`src/rtl/imem_loader_pkg.sv`:
```
// Shared definitions for the instruction-memory loader.
//   loaderState_t     : loader FSM states
//   BYTES_PER_WORD    : bytes packed into one instruction word
//   LEN_BYTES         : bytes in the big-endian length header
//   MAX_WORDS_DEFAULT : default upper bound on program length in words
package imem_loader_pkg;

    typedef enum logic [2:0] {
        IDLE   = 3'd0,
        LEN_HI = 3'd1,
        LEN_LO = 3'd2,
        DATA   = 3'd3,
        WRITE  = 3'd4,
        DONE   = 3'd5,
        ERR    = 3'd6
    } loaderState_t;

    localparam int unsigned BYTES_PER_WORD    = 4;
    localparam int unsigned LEN_BYTES         = 2;
    localparam int unsigned MAX_WORDS_DEFAULT = 256;

endpackage

```
`src/rtl/byte_packer.sv`:
```
// Assembles a byte stream into 32-bit big-endian words.
//   clk, reset : clock, asynchronous active-low reset
//   clear      : drop any partial word and restart at lane 0
//   load       : accept byteIn this cycle
//   byteIn     : incoming byte
//   word       : shift register; first byte of a word ends up in [31:24]
//   lastLane   : the next load completes a word
//   wordFull   : word holds a complete word (until the next load or clear)
module byte_packer
    import imem_loader_pkg::*;
(
    input  logic        clk,
    input  logic        reset,
    input  logic        clear,
    input  logic        load,
    input  logic [7:0]  byteIn,
    output logic [31:0] word,
    output logic        lastLane,
    output logic        wordFull
);

    localparam int unsigned LaneW = $clog2(BYTES_PER_WORD);

    logic [LaneW-1:0] laneQ;

    assign lastLane = (laneQ == LaneW'(BYTES_PER_WORD - 1));

    always_ff @(posedge clk or negedge reset) begin
        if (!reset) begin
            laneQ    <= '0;
            word     <= '0;
            wordFull <= 1'b0;
        end else if (clear) begin
            laneQ    <= '0;
            wordFull <= 1'b0;
        end else if (load) begin
            // Shifting left leaves the earliest byte in the top lane.
            word     <= {word[23:0], byteIn};
            laneQ    <= laneQ + 1'b1;
            wordFull <= lastLane;
        end
    end

endmodule

```
`src/rtl/imem_loader.sv`:
```
// Loads a length-prefixed byte stream into instruction memory and holds
// the processor in reset until the program is complete.
//   clk, reset            : clock, asynchronous active-low reset
//   start                 : opens a load session (IDLE, DONE or ERR only)
//   byte_in/valid/ready   : byte stream handshake
//   imem_we/waddr/wdata   : one-cycle instruction-memory write
//   cpu_reset             : high except once a load has completed
//   busy, done, error     : session status
//   word_count            : words written in the current or last session
module imem_loader
    import imem_loader_pkg::*;
#(
    parameter int unsigned ADDR_W    = 8,
    parameter int unsigned MAX_WORDS = MAX_WORDS_DEFAULT
) (
    input  logic              clk,
    input  logic              reset,
    input  logic              start,
    input  logic [7:0]        byte_in,
    input  logic              byte_valid,
    output logic              byte_ready,
    output logic              imem_we,
    output logic [ADDR_W-1:0] imem_waddr,
    output logic [31:0]       imem_wdata,
    output logic              cpu_reset,
    output logic              busy,
    output logic              done,
    output logic              error,
    output logic [15:0]       word_count
);

    localparam int unsigned LenW = 8 * LEN_BYTES;

    loaderState_t     stateQ, stateD;
    logic [LenW-1:0]  lenQ, lenD;
    logic [15:0]      wordCountQ, wordCountD;
    logic [LenW-1:0]  lenFull;
    logic             xfer;
    logic             startAccepted;
    logic             lastLane;
    logic             wordFull;
    logic [31:0]      packedWord;

    assign xfer          = byte_valid && byte_ready;
    assign startAccepted = start && (stateQ inside {IDLE, DONE, ERR});
    assign lenFull       = {lenQ[15:8], byte_in};

    byte_packer u_packer (
        .clk      (clk),
        .reset    (reset),
        .clear    (startAccepted),
        .load     (xfer && (stateQ == DATA)),
        .byteIn   (byte_in),
        .word     (packedWord),
        .lastLane (lastLane),
        .wordFull (wordFull)
    );

    always_comb begin
        stateD     = stateQ;
        lenD       = lenQ;
        wordCountD = wordCountQ;
        unique case (stateQ)
            IDLE, DONE, ERR: begin
                if (start) begin
                    stateD     = LEN_HI;
                    wordCountD = '0;
                end
            end
            LEN_HI: begin
                if (xfer) begin
                    lenD[15:8] = byte_in;
                    stateD     = LEN_LO;
                end
            end
            LEN_LO: begin
                if (xfer) begin
                    lenD[7:0] = byte_in;
                    if (lenFull == '0) begin
                        stateD = DONE;
                    end else if ({16'b0, lenFull} > MAX_WORDS) begin
                        stateD = ERR;
                    end else begin
                        stateD = DATA;
                    end
                end
            end
            DATA: begin
                if (xfer && lastLane) begin
                    stateD = WRITE;
                end
            end
            WRITE: begin
                wordCountD = wordCountQ + 16'd1;
                stateD     = (wordCountD == lenQ) ? DONE : DATA;
            end
            default: stateD = IDLE;
        endcase
    end

    always_ff @(posedge clk or negedge reset) begin
        if (!reset) begin
            stateQ     <= IDLE;
            lenQ       <= '0;
            wordCountQ <= '0;
        end else begin
            stateQ     <= stateD;
            lenQ       <= lenD;
            wordCountQ <= wordCountD;
        end
    end

    // Everything below decodes registered state only.
    assign byte_ready = stateQ inside {LEN_HI, LEN_LO, DATA};
    assign busy       = stateQ inside {LEN_HI, LEN_LO, DATA, WRITE};
    assign done       = (stateQ == DONE);
    assign error      = (stateQ == ERR);
    assign cpu_reset  = (stateQ != DONE);
    assign imem_we    = (stateQ == WRITE) && wordFull;
    assign imem_waddr = wordCountQ[ADDR_W-1:0];
    assign imem_wdata = packedWord;
    assign word_count = wordCountQ;

endmodule
```
`config.mk`:
```
export PLATFORM = sky130hd
export DESIGN_NAME = imem_loader
export DESIGN_NICKNAME = d
export VERILOG_FILES = /design/src/rtl/imem_loader_pkg.sv /design/src/rtl/byte_packer.sv /design/src/rtl/imem_loader.sv
export SDC_FILE = /design/constraint.sdc
export NUM_CORES = 1
export LEC_CHECK = 0
export BUFFER_PORTS_ARGS = -buffer_cell sky130_fd_sc_hd__clkbuf_2
export CORE_MARGIN = 2
export CORE_UTILIZATION = 56
export CTS_BUF_LIST = sky130_fd_sc_hd__clkbuf_8 sky130_fd_sc_hd__clkbuf_16
export CTS_CLUSTER_DIAMETER = 30
export CTS_CLUSTER_SIZE = 20
export DETAILED_ROUTE_END_ITERATION = 12
export PLACE_DENSITY = 0.78
export SLEW_MARGIN = 20
export SYNTH_ARGS = -nofsm -noshare
export SYNTH_HDL_FRONTEND = slang
export SYNTH_HIERARCHICAL = 1
export SYNTH_SLANG_ARGS = --single-unit
```
`constraint.sdc`:
```
create_clock -name clk -period 2.85 [get_ports clk]
set_clock_uncertainty 0.15 [all_clocks]
set_input_delay 0.285 -clock clk [delete_from_list [all_inputs] [get_ports clk]]
set_output_delay 0.285 -clock clk [all_outputs]
set_load 0.02 [all_outputs]
```
==> After elaboration in Yosys (flattened, before gate mapping) <==
Index checks and enable logic that the tools add are counted.
{ "totals": {"reg_bits": 70, "word_cells": 56, "out_inout_bits": 62} }
{ "op_classes": {"eq_ne": 13, "n_bitwise": 1, "n_lt_le_gt_ge": 1, "reduce_logical": 18, "addsub": 2, "mux": 14} }
{ "op_table": {"columns": ["op", "count"], "rows": [
  ["$pmux W16 S2", 1],
  ["$mux W3", 7],
  ["$add A16 B1 Y16 const B", 1],
  ["$eq A16 B16 Y1", 1],
  ["$gt A16 B9 Y1 const B", 1],
  ["$logic_not A16 Y1", 1],
  ["$mux W16", 1],
  ["$pmux W3 S5", 1],
  ["$eq A3 B3 Y1 const B", 3],
  ["$ne A2 B2 Y1 const B", 4],
  ["$reduce_and A2 Y1", 4],
  ["$eq A3 B2 Y1 const B", 2],
  ["$reduce_bool A3 Y1", 2],
  ["$logic_and A1 B1 Y1", 5],
  ["$mux W2", 2],
  ["$reduce_and A4 Y1", 1],
  ["$reduce_bool A2 Y1", 2],
  ["$reduce_bool A4 Y1", 1],
  ["$eq A3 B1 Y1 const B", 1],
  ["$logic_not A3 Y1", 1],
  ["$ne A3 B3 Y1 const B", 1],
  ["$reduce_or A3 Y1", 1],
  ["$add A2 B1 Y2 const B", 1],
  ["$eq A2 B2 Y1 const B", 1],
  ["2 further kinds", 3]
]} }

==> Depth between registers and ports, before layout <==
{ "depth": {"depth_word": 6, "mapped_depth": 8, "depth_no_buf": 7} }

==> By module <==
The synthesis kept the hierarchy.
{ "modules_own_cells": {"columns": ["mod", "instances", "cells_each", "area_per_inst_um2"], "rows": [
  ["imem_loader", 1, 273, 2412.3],
  ["byte_packer", 1, 79, 1486.4]
]} }

==> Worst setup path after synthesis <==
No wires, ideal clock.
{ "synth_path": {"path_kind": "flip-flop to flip-flop", "startpoint": "reg wordCountQ[0], in the netlist word_count[0]", "endpoint": "reg stateQ[1]", "required_ns": 2.563, "path_buffers": 0, "setup_slack_ns": 0.466, "t_arrival_ns": 2.097, "setup_ns": 0.137, "synth_period_minus_slack_ns": 2.384, "stages_incl_launch_ff": 8, "path_cell_list": "dfrtp_1 ha_1 nand3_1 or2_2 o22ai_1 o311ai_0 nor4_2 o21ai_0"} }
{ "synth_between": {"elab_chain_len": 4} }
{ "synth_lines": {"columns": ["item", "line", "text"], "rows": [
  ["start, declared", "imem_loader.sv:36", "logic [15:0] wordCountQ, wordCountD;"],
  ["start signal, assigned", "imem_loader.sv:109", "wordCountQ <= wordCountD;"],
  ["$add A16 B1 Y16", "imem_loader.sv:94", "wordCountD = wordCountQ + 16'd1;"],
  ["$eq A16 B16 Y1", "imem_loader.sv:95", "stateD = (wordCountD == lenQ) ? DONE : DATA;"],
  ["$mux W3", "imem_loader.sv:95", null],
  ["$pmux W3 S5", "imem_loader.sv:63", "unique case (stateQ)"],
  ["end signal, assigned", "imem_loader.sv:107", "stateQ <= stateD;"],
  ["end, declared", "imem_loader.sv:34", "loaderState_t stateQ, stateD;"]
]} }
No other way between the ends.
A chain may end at the register's enable or synchronous reset.

==> Worst setup path after layout <==
Ends and elaborated chain as after synthesis.

==> run summary <==
Vias per cell = 5.94
CTS sink cnt = 70
Min Tclk post-route = 2560 ps
Root Buffer = clkbuf_8
CP Class = flip-flop to flip-flop
Setup TNS = 0 ps
M1 WL = 3980 microns
Worst EP required = 2900 ps
Top cells by area, synth = dfrtp_1, mux2_4, mux2_2, o21ai_0, xnor2_1
Ys async rst share = 100%
Crit path capture type = flip-flop
Reg2reg setup slack = 290 ps
Highest metal used = met4
Area Growth Syn to Fin = 14.5%
Die Wd = 87.4 microns
PortBufs = 73
Most frequent cells in the layout = clkbuf_2, dfrtp_1, mux2_4
DR pass1 iterations = 4
Area after DPL = 4250 sq um
Crit path max fanout = 9
Initial antenna violation count = 0
Worst slew pin tran = 721 ps
Fin area = 4460 sq um
Core area = 6760 sq um
Die Span Y = 87.4 microns
Die area = 7650 sq um
Slew headroom = 51.8%
Top cell type by total area after synthesis = dfrtp_1
HPWL after DPL = 6270 microns
Remaining DRCs = 0
Total CTS buffers = 9
RePlAce Congestion = 0.988
Total GRT Usage = 24.2%
Leakage power = 0.00206 uW
Fin. max-slew vios = 0
Synth Cell Area = 3900 sq um
First-pass GRT wire length = 14200 microns
Met2 wire len = 4260 microns
Seq cells post-synth = 70
Vias in the first global route = 2759
CTS Hold Bufs = 1
Avg WL per Cell = 17.7 microns
Max Freq = 391 MHz
Detailed Route WL = 8850 microns
Final Hold Fails = 0
Yosys cell types = 54
Synth warn = 6
Ant diodes = 0
CTS tree = built
Post-Syn Instances = 352
Share of the synthesized area in the top cell type = 44.9%
H-tree levels = 3
Final ANT Viol Nets = 0
Met3 wire length = 463 microns
Clock Path Buffers = 2
Final hold slack = 67.3 ps
Post_cts resized = 0
Hold Crit Class = input pin to flip-flop
Syn Nets = 366
GRT Residual Overflow = 0
Final setup viols = 0
Outcome = complete, no violations
Initial Utilization = 57.7%
Maximum VDD drop = 0.395 mV
Max_cap viols = 0
Seq/Total Area, Yosys = 44.9%
Via count = 2976
Largest net degree at the start of global routing = 38
Worst-path clk slew = 80 ps
Share of post-route cells with drive strength above 1 = 36.6%
Most common cell after layout, fill and taps aside = clkbuf_2
Fin nets = 430
Pwr Density = 1070 nW/um^2
RSZ-0062 raised after global routing = false
FP Rows = 30
Initial DRC count = 171
Final period util = 89.8%
Synth Area per Inst = 11.1 sq um
Worst EP arrival = 2610 ps
I/O pins = 74
Post-CTS Setup Inserts = 0
Number of flops mapped to enable cells by yosys = 0
Worst-Skew Late Latency = 350 ps
Post-synth top flop = dfrtp_1
CP startpoint kind = flip-flop
-- sequential cells by signal, indices dropped and copies added (netlist names) --
name,cells
lenQ,16
u_packer/laneQ,2
word_count,16
u_packer/wordFull,1
stateQ,3
u_packer/word,32
-- critical path: stages (launching register included) --
cell and delay [ps]:
dfrtp_1 480, ha_1 330, nand3_1 290, or2_2 400, nor3_1 150, o311ai_0 150
nor4_2 340, o21ai_0 110
-- per-stage QoR --
step,std cells,utilization (%),total power (uW),setup WS [ps]
global placement,484,62.9,3870,401
CTS,501,66.1,4810,282
detailed placement,484,62.9,3950,285
global route,501,66.1,5090,64.3
floorplan,352,-,3370,466
finish,501,66.1,4790,291
-- Yosys cell counts (4+ instances only) --
cell,count
buf_4,10
nor3_1,7
nand4_1,8
buf_2,7
dfrtp_1,70
a21oi_1,10
mux2_2,17
o21ai_0,24
mux2_4,30
o31ai_1,6
xor2_1,9
nand2_1,21
nand3_1,7
nor2_1,20
o211ai_1,5
nor4_1,7
xnor2_1,12
and3_1,7
a211oi_1,4
clkbuf_1,10
inv_1,5
-- kinds of logic after synthesis --
kind of cell / count (synthesis) / share of synthesized area (%)
compound gates: 70 / 11.6
simple gates: 102 / 14.7
mux: 50 / 17.2
buf+inv: 37 / 6.19
xor+xnor: 21 / 4.72
flops: 70 / 44.9
fa+ha+maj: 2 / 0.642
-- cell type report --
class	instances	area, sq um
Fill cell	536	2290
Multi-Input combinational cell	245	1910
Tap cell	80	100
Sequential cell	70	1750
Clock buffer	10	138
Timing Repair Buffer	85	483
Inverter	5	18.8
Clock inverter	6	67.6
-- routing by layer --
| metal | GRT usage, % | vias to the layer above |
|---|---|---|
| met2 | 37.9 | 101 |
| met4 | 9.37 | 0 |
| met3 | 5.21 | 15 |
| met1 | 32.7 | 1449 |
| li1 | - | 1411 |
| met5 | 0 | - |
-- worst paths after layout --
path | start | to | cells after the start
worst max-delay path | word_count[0]$_DFFE_PN0P_ | stateQ[1]$_DFFE_PN0P_ | 7
worst min-delay path | byte_in[7] | u_packer/word[7]$_DFFE_PN0P_ | 2
worst max register to register | word_count[0]$_DFFE_PN0P_ | stateQ[1]$_DFFE_PN0P_ | 7
worst min register to register | u_packer/word[29]$_DFFE_PN0P_ | u_packer/word[29]$_DFFE_PN0P_ | 1
max in group asynchronous | reset | word_count[13]$_DFFE_PN0P_ | 3
min in group asynchronous | reset | u_packer/word[20]$_DFFE_PN0P_ | 2
-- power breakdown --
part	total [uW]	leakage, uW	switching (uW)	internal, uW
clock network	837	0.0000993	405	433
logic	2130	0.00108	1100	1030
registers	1820	0.000882	436	1390
Note: power is estimated with default switching activity, not from simulation.
